<file path="config.mk">
export PLATFORM = sky130hd
export DESIGN_NAME = iir_filter_mc
export DESIGN_NICKNAME = d
export VERILOG_FILES = /design/src/rtl/iir_pkg.sv /design/src/rtl/iir_mac.sv /design/src/rtl/iir_filter_mc.sv
export SDC_FILE = /design/constraint.sdc
export NUM_CORES = 1
export LEC_CHECK = 0
export ABC_AREA = 0
export BUFFER_PORTS_ARGS = -buffer_cell sky130_fd_sc_hd__buf_2
export CAP_MARGIN = 0
export CORE_ASPECT_RATIO = 0.75
export CORE_UTILIZATION = 45
export CTS_CLUSTER_DIAMETER = 150
export CTS_CLUSTER_SIZE = 24
export DETAILED_ROUTE_END_ITERATION = 8
export GPL_ROUTABILITY_DRIVEN = 0
export GPL_TIMING_DRIVEN = 0
export PLACE_DENSITY = 0.61
export SYNTH_ARGS = -nofsm -noshare
export SYNTH_HDL_FRONTEND = slang
export SYNTH_SLANG_ARGS = --single-unit
</file>
<file path="constraint.sdc">
create_clock -name CLK -period 28.1 [get_ports CLK]
set_input_delay 1.405 -clock CLK [delete_from_list [all_inputs] [get_ports CLK]]
set_output_delay 1.405 -clock CLK [all_outputs]
set_load 0.05 [all_outputs]
</file>
<file path="src/rtl/iir_pkg.sv">
`default_nettype none
// ============================================================================
// Package  : iir_pkg
// Desc     : Shared FSM encoding and sizing helpers for the multi-cycle IIR core.
// Revision : 1.0 - initial release
// ============================================================================
package iir_pkg;

  typedef enum logic [1:0] {
    IDLE = 2'd0,
    MAC  = 2'd1,
    OUT  = 2'd2
  } iir_state_e;

  // Coefficient file holds b0..bN followed by a1..aN.
  function automatic int coef_aw(input int order);
    return $clog2(2 * order + 1);
  endfunction

  function automatic int acc_width(input int nb, input int cw, input int order);
    return nb + cw + coef_aw(order);
  endfunction

  // First address of the feedback (a) coefficient bank.
  function automatic int a_base(input int order);
    return order + 1;
  endfunction

endpackage
`default_nettype wire

</file>
<file path="src/rtl/iir_mac.sv">
`default_nettype none
// ============================================================================
// Module   : iir_mac
// Desc     : Signed CW x NB multiplier feeding an add/subtract accumulator.
// Revision : 1.0 - initial release
// ============================================================================
module iir_mac #(
  parameter int NB = 10,
  parameter int CW = 12,
  parameter int AW = 27
) (
  input  logic                 clk,
  input  logic                 rst_n,
  input  logic                 i_clr,
  input  logic                 i_en,
  input  logic                 i_sub,
  input  logic signed [CW-1:0] i_coef,
  input  logic signed [NB-1:0] i_data,
  output logic signed [AW-1:0] o_acc
);

  logic signed [NB+CW-1:0] w_prod;
  logic signed [AW-1:0]    w_prod_ext;
  logic signed [AW-1:0]    r_acc;

  assign w_prod     = (NB+CW)'(i_coef) * (NB+CW)'(i_data);
  assign w_prod_ext = AW'(w_prod);

  always_ff @(posedge clk or negedge rst_n) begin
    if (!rst_n) begin
      r_acc <= '0;
    end else if (i_clr) begin
      r_acc <= '0;
    end else if (i_en) begin
      r_acc <= i_sub ? (r_acc - w_prod_ext) : (r_acc + w_prod_ext);
    end
  end

  assign o_acc = r_acc;

endmodule
`default_nettype wire

</file>
<file path="src/rtl/iir_filter_mc.sv">
`default_nettype none
// ============================================================================
// Module   : iir_filter_mc
// Desc     : Parametrised direct-form-I IIR filter, one shared MAC, 2N+2 cycles
//            per sample behind a ready/valid handshake.
// Options  : IIR_SAT_EN - clamp the output to NB bits instead of wrapping.
// Revision : 1.0 - initial release
// ============================================================================
module iir_filter_mc
  import iir_pkg::*;
#(
  parameter int NB    = 10,
  parameter int CW    = 12,
  parameter int ORDER = 8,
  parameter int FRAC  = 9
) (
  input  logic                      CLK,
  input  logic                      RST_n,
  input  logic signed [NB-1:0]      DIN,
  input  logic                      VIN,
  output logic                      RDY,
  input  logic                      COEF_WE,
  input  logic [coef_aw(ORDER)-1:0] COEF_ADDR,
  input  logic signed [CW-1:0]      COEF_DATA,
  output logic signed [NB-1:0]      DOUT,
  output logic                      VOUT
);

  localparam int c_caw   = coef_aw(ORDER);
  localparam int c_acc_w = acc_width(NB, CW, ORDER);
  localparam int c_ntaps = 2 * ORDER + 1;
  localparam int c_abase = a_base(ORDER);
  localparam logic signed [c_acc_w-1:0] c_ymax = c_acc_w'((2 ** (NB - 1)) - 1);
  localparam logic signed [c_acc_w-1:0] c_ymin = c_acc_w'(-(2 ** (NB - 1)));

  iir_state_e               r_state, w_state_nxt;
  logic [c_caw-1:0]         r_tap, w_tap_nxt;
  logic                     w_accept, w_mac_en, w_mac_sub, w_out;
  logic signed [NB-1:0]     r_x    [0:ORDER];
  logic signed [NB-1:0]     r_y    [0:ORDER-1];
  logic signed [CW-1:0]     r_coef [0:c_ntaps-1];
  logic signed [CW-1:0]     w_coef;
  logic signed [NB-1:0]     w_data;
  logic signed [c_acc_w-1:0] w_acc, w_shift;
  logic signed [NB-1:0]     w_y;
  logic signed [NB-1:0]     r_dout;
  logic                     r_vout;
  logic                     w_unused_shift;

  always_ff @(posedge CLK or negedge RST_n) begin
    if (!RST_n) begin
      r_state <= IDLE;
      r_tap   <= '0;
    end else begin
      r_state <= w_state_nxt;
      r_tap   <= w_tap_nxt;
    end
  end

  always_comb begin
    w_state_nxt = r_state;
    w_tap_nxt   = r_tap;
    w_accept    = 1'b0;
    w_mac_en    = 1'b0;
    w_out       = 1'b0;
    case (r_state)
      IDLE: begin
        if (VIN) begin
          w_accept    = 1'b1;
          w_tap_nxt   = '0;
          w_state_nxt = MAC;
        end
      end
      MAC: begin
        w_mac_en = 1'b1;
        if (r_tap == c_caw'(c_ntaps - 1)) begin
          w_state_nxt = OUT;
        end else begin
          w_tap_nxt = r_tap + 1'b1;
        end
      end
      OUT: begin
        w_out       = 1'b1;
        w_state_nxt = IDLE;
      end
      default: w_state_nxt = IDLE;
    endcase
  end

  assign RDY       = (r_state == IDLE);
  assign w_mac_sub = (r_tap >= c_caw'(c_abase));

  // Operand select by tap compare keeps the index width independent of ORDER.
  always_comb begin
    w_coef = '0;
    w_data = '0;
    for (int k = 0; k < c_ntaps; k++) begin
      if (r_tap == c_caw'(k)) w_coef = r_coef[k];
    end
    for (int k = 0; k <= ORDER; k++) begin
      if (r_tap == c_caw'(k)) w_data = r_x[k];
    end
    for (int k = 0; k < ORDER; k++) begin
      if (r_tap == c_caw'(k + c_abase)) w_data = r_y[k];
    end
  end

  // x[n] lands in slot 0 at acceptance; history shifts only when the output is produced.
  always_ff @(posedge CLK or negedge RST_n) begin
    if (!RST_n) begin
      for (int k = 0; k <= ORDER; k++) r_x[k] <= '0;
      for (int k = 0; k < ORDER; k++) r_y[k] <= '0;
      for (int k = 0; k < c_ntaps; k++) r_coef[k] <= '0;
    end else begin
      if (w_accept) r_x[0] <= DIN;
      if (COEF_WE && (r_state == IDLE)) begin
        for (int k = 0; k < c_ntaps; k++) begin
          if (COEF_ADDR == c_caw'(k)) r_coef[k] <= COEF_DATA;
        end
      end
      if (w_out) begin
        for (int k = 1; k <= ORDER; k++) r_x[k] <= r_x[k-1];
        for (int k = 1; k < ORDER; k++) r_y[k] <= r_y[k-1];
        r_y[0] <= w_y;
      end
    end
  end

  iir_mac #(
    .NB (NB),
    .CW (CW),
    .AW (c_acc_w)
  ) u_mac (
    .clk    (CLK),
    .rst_n  (RST_n),
    .i_clr  (w_accept),
    .i_en   (w_mac_en),
    .i_sub  (w_mac_sub),
    .i_coef (w_coef),
    .i_data (w_data),
    .o_acc  (w_acc)
  );

  always_comb begin
    w_shift = w_acc >>> FRAC;
`ifdef IIR_SAT_EN
    if (w_shift > c_ymax) begin
      w_y = NB'(c_ymax);
    end else if (w_shift < c_ymin) begin
      w_y = NB'(c_ymin);
    end else begin
      w_y = NB'(w_shift);
    end
`else
    w_y = NB'(w_shift);
`endif
  end

  assign w_unused_shift = ^w_shift;

  always_ff @(posedge CLK or negedge RST_n) begin
    if (!RST_n) begin
      r_dout <= '0;
      r_vout <= 1'b0;
    end else begin
      r_vout <= w_out;
      if (w_out) r_dout <= w_y;
    end
  end

  assign DOUT = r_dout;
  assign VOUT = r_vout;

endmodule
`default_nettype wire

</file>
==> out/summary.txt <==
Status: completed
CTS tree: done
Largest net degree at the start of global routing: 120
Final setup vio count: 0
Post-cts resize count: 0
Crit-path slowest cell: a21oi_1
HP Class: register to register
Worst-Margin Slew: 1274 ps
Synth warn: 0
First drt pass iteration count: 5
WP data required: 28580 ps
Initial antenna violation count: 4
DP Wirelength: 53680 microns
Most used routing layer: met1
Root buf cell: clkbuf_16
Async SR Flop Fraction: 100.0%
Post-synth EDFFs: 0
Setup TNS Final: 0 ps
Post-CTS Setup Repair Bufs: 0
Tmin final: 12780 ps
CP max stage delay: 930 ps
Number of synthesized register bits: 401
Met3 Use GR: 6.268%
RSZ-0062 raised after global routing: false
Max Root-Sink Buffers: 3
Starting DRC count in detailed routing: 1623
Setup crit start: r_tap[1]
Worst setup EP type: register
Core area: 52980 sq um
Gate Count Post-Synth: 2234
Post-route clock period utilization: 45.48%
Reg clk slew, reported paths: 110 ps
Crit Path Category: register to register
Final ANT Viol Nets: 0
Initial Utilization: 45.59%
First-pass GRT wire length: 109100 microns
Hold Crit Start: u_mac.o_acc[7]
H-Tree Level Count: 1
Placed Area: 25350 sq um
Die H: 202.6 microns
DR WL/cell: 22.99 microns
GR Util met2: 37.32%
M1 GR Usage: 39.49%
CP max FO: 10
I/O Buffers: 42
Number of remaining DRC errors: 0
Setup crit start kind: register
Reg-to-Reg Start: r_tap[1]
# rows: 73
Ports: 43
Final Hold Vio Count: 0
Cts bufs inserted: 20
Worst slew margin: 14.68%
Avg Synthesized Cell Area: 10.81 sq um
Filler instances: 4924
Vias in the first global route: 18190
Setup Skew: 31.85 ps
Clk sinks: 401
Post-CTS Hold Buffers: 0
Clock latency on the worst-skew pair: 570 ps
Total GRT Usage: 25.84%
Max-cap violation count: 0
Share of post-route cells with drive strength above 1: 21.77%
Die width: 269.5 microns
Top FF cell, synth: dfrtp_1
Area growth syn-to-layout: 7.164%
Die ar.: 54610 sq um
Fmax: 78.25 MHz
GRT overflow: 0
Register area share after synthesis: 41.55%
Vias/cell: 5.919
Final Slew Violations: 0
DRT Wirelength: 69310 microns
Vias: 17850
Post-route cell area: 25880 sq um
Post-Syn Nets: 2429
WP data arrival: 13260 ps
Fin nets: 2496
Synth cell types: 92
Synthesized area: 24150 sq um
## path summary, 6_finish.rpt
| kind | end | slack (ps) | depth (start not counted) |
|---|---|---|---|
| min | u_mac.o_acc[7] | 500 | 2 |
| min in group asynchronous | r_x[87] | 820 | 1 |
| max in group asynchronous | r_coef[88] | 26170 | 2 |
| max | u_mac.o_acc[18] | 15320 | 43 |
| max reg2reg | u_mac.o_acc[18] | 15320 | 43 |
| min reg2reg | u_mac.o_acc[7] | 500 | 2 |
## Yosys cell counts (all sizes together), types with 9 or more instances
library cell  count  area share, %
a21oi            76            1.6
o211ai           32           0.99
fa               93            7.7
o21ai           101            2.1
nand2           208            3.2
nor2            104            1.6
a21o             10           0.31
or3              15           0.41
a211oi           16           0.52
a31oi            18           0.47
o31ai             9           0.30
mux2            363             17
o22ai            17           0.44
ha               71            3.7
dfrtp           401             42
a221oi           25           0.93
nand3            34           0.70
xnor2            35            1.3
buf              55            1.4
nand2b           16           0.41
mux2i            10           0.41
inv             154            2.4
nor2b            28           0.73
xor2             20           0.73
and3             13           0.34
nor3             28           0.60
and2             30           0.78
clkbuf           94            1.5
a22oi            29           0.90
## worst max-delay path: cells and delay by family, from the launching register on
family,cells,cell delay (ps)
adder cells (fa/ha/maj),9,3630
buffers and inverters,10,2840
AND/OR/NAND/NOR,10,2520
AO/OA/AOI/OAI,10,2190
XOR/XNOR,4,1020
flip-flops,1,490
## stage by stage
stage	hold WS (ps)	utilization [%]	std cells	worst slack [ps]
floorplan	456.3	-	2234	18070
CTS	505.9	48.84	3013	15260
global route	524.5	48.85	3013	14520
finish	502.6	48.86	3015	15320
global placement	474.5	47.67	2988	15450
detailed placement	481.0	47.85	2991	15360
## cells in the final DEF (no fill, tap or decap), types with 8 or more instances in the layout
master     count
ha_1          71
buf_2         64
and2_1        29
o22ai_1       17
nand2b_1      16
a21o_1        10
a221oi_1      24
a22oi_1       29
nor2_1       103
mux2i_1       10
o211ai_1      32
and3_1        13
buf_4         11
buf_1         12
clkbuf_1      94
inv_1        153
nand2_1      208
nor3_1        27
o21ai_0       91
o21ai_1        9
xnor2_1       34
clkbuf_16     20
mux2_2       363
xor2_1        20
nand3_1       34
o31ai_1        8
fa_1          93
buf_6          9
or3_1         14
nor2b_1       28
a21oi_1       75
dfrtp_1      401
a31oi_1       18
a211oi_1      15
## logic make-up after synthesis
group / after synthesis / share of synthesized area [%]
AO/OA/AOI/OAI: 412 / 11.52
buffers and inverters: 303 / 5.279
adder cells (fa/ha/maj): 164 / 11.39
AND/OR/NAND/NOR: 524 / 10.72
flip-flops: 401 / 41.55
multiplexers: 373 / 17.34
XOR/XNOR: 57 / 2.212
## sequential cells by signal (all words and copies together) (netlist names)
name and flops:
r_coef 204, VOUT 1, r_state 2, r_y 70, r_x 90, DOUT 10, r_tap 5, u_mac.o_acc 19
## per-layer routing
metal  up-vias  routed length [microns]  part of all wire, %
li1       7952                        -                    -
met1      9250                    33720                   49
met2       578                    28790                   42
met3        65                     5795                  8.4
met4         0                      992                  1.4
met5         -                        0                    0
## cell type report
cell class | count | area [sq um] | share of cell area (%)
clock buffers | 20 | 500.5 | 1.934
plain buffers | 149 | 696.9 | 2.693
flip-flops and latches | 401 | 10030 | 38.77
clock inverters | 2 | 25.02 | 0.09668
well taps | 712 | 890.9 | 3.442
inverters | 154 | 578.1 | 2.233
repair buffers | 45 | 302.8 | 1.170
diodes | 2 | 5.005 | 0.01934
multi-input cells | 1530 | 12850 | 49.64
Power is not shown: default switching activity piles up to over one toggle a cycle in this logic, so the estimate is an artifact.
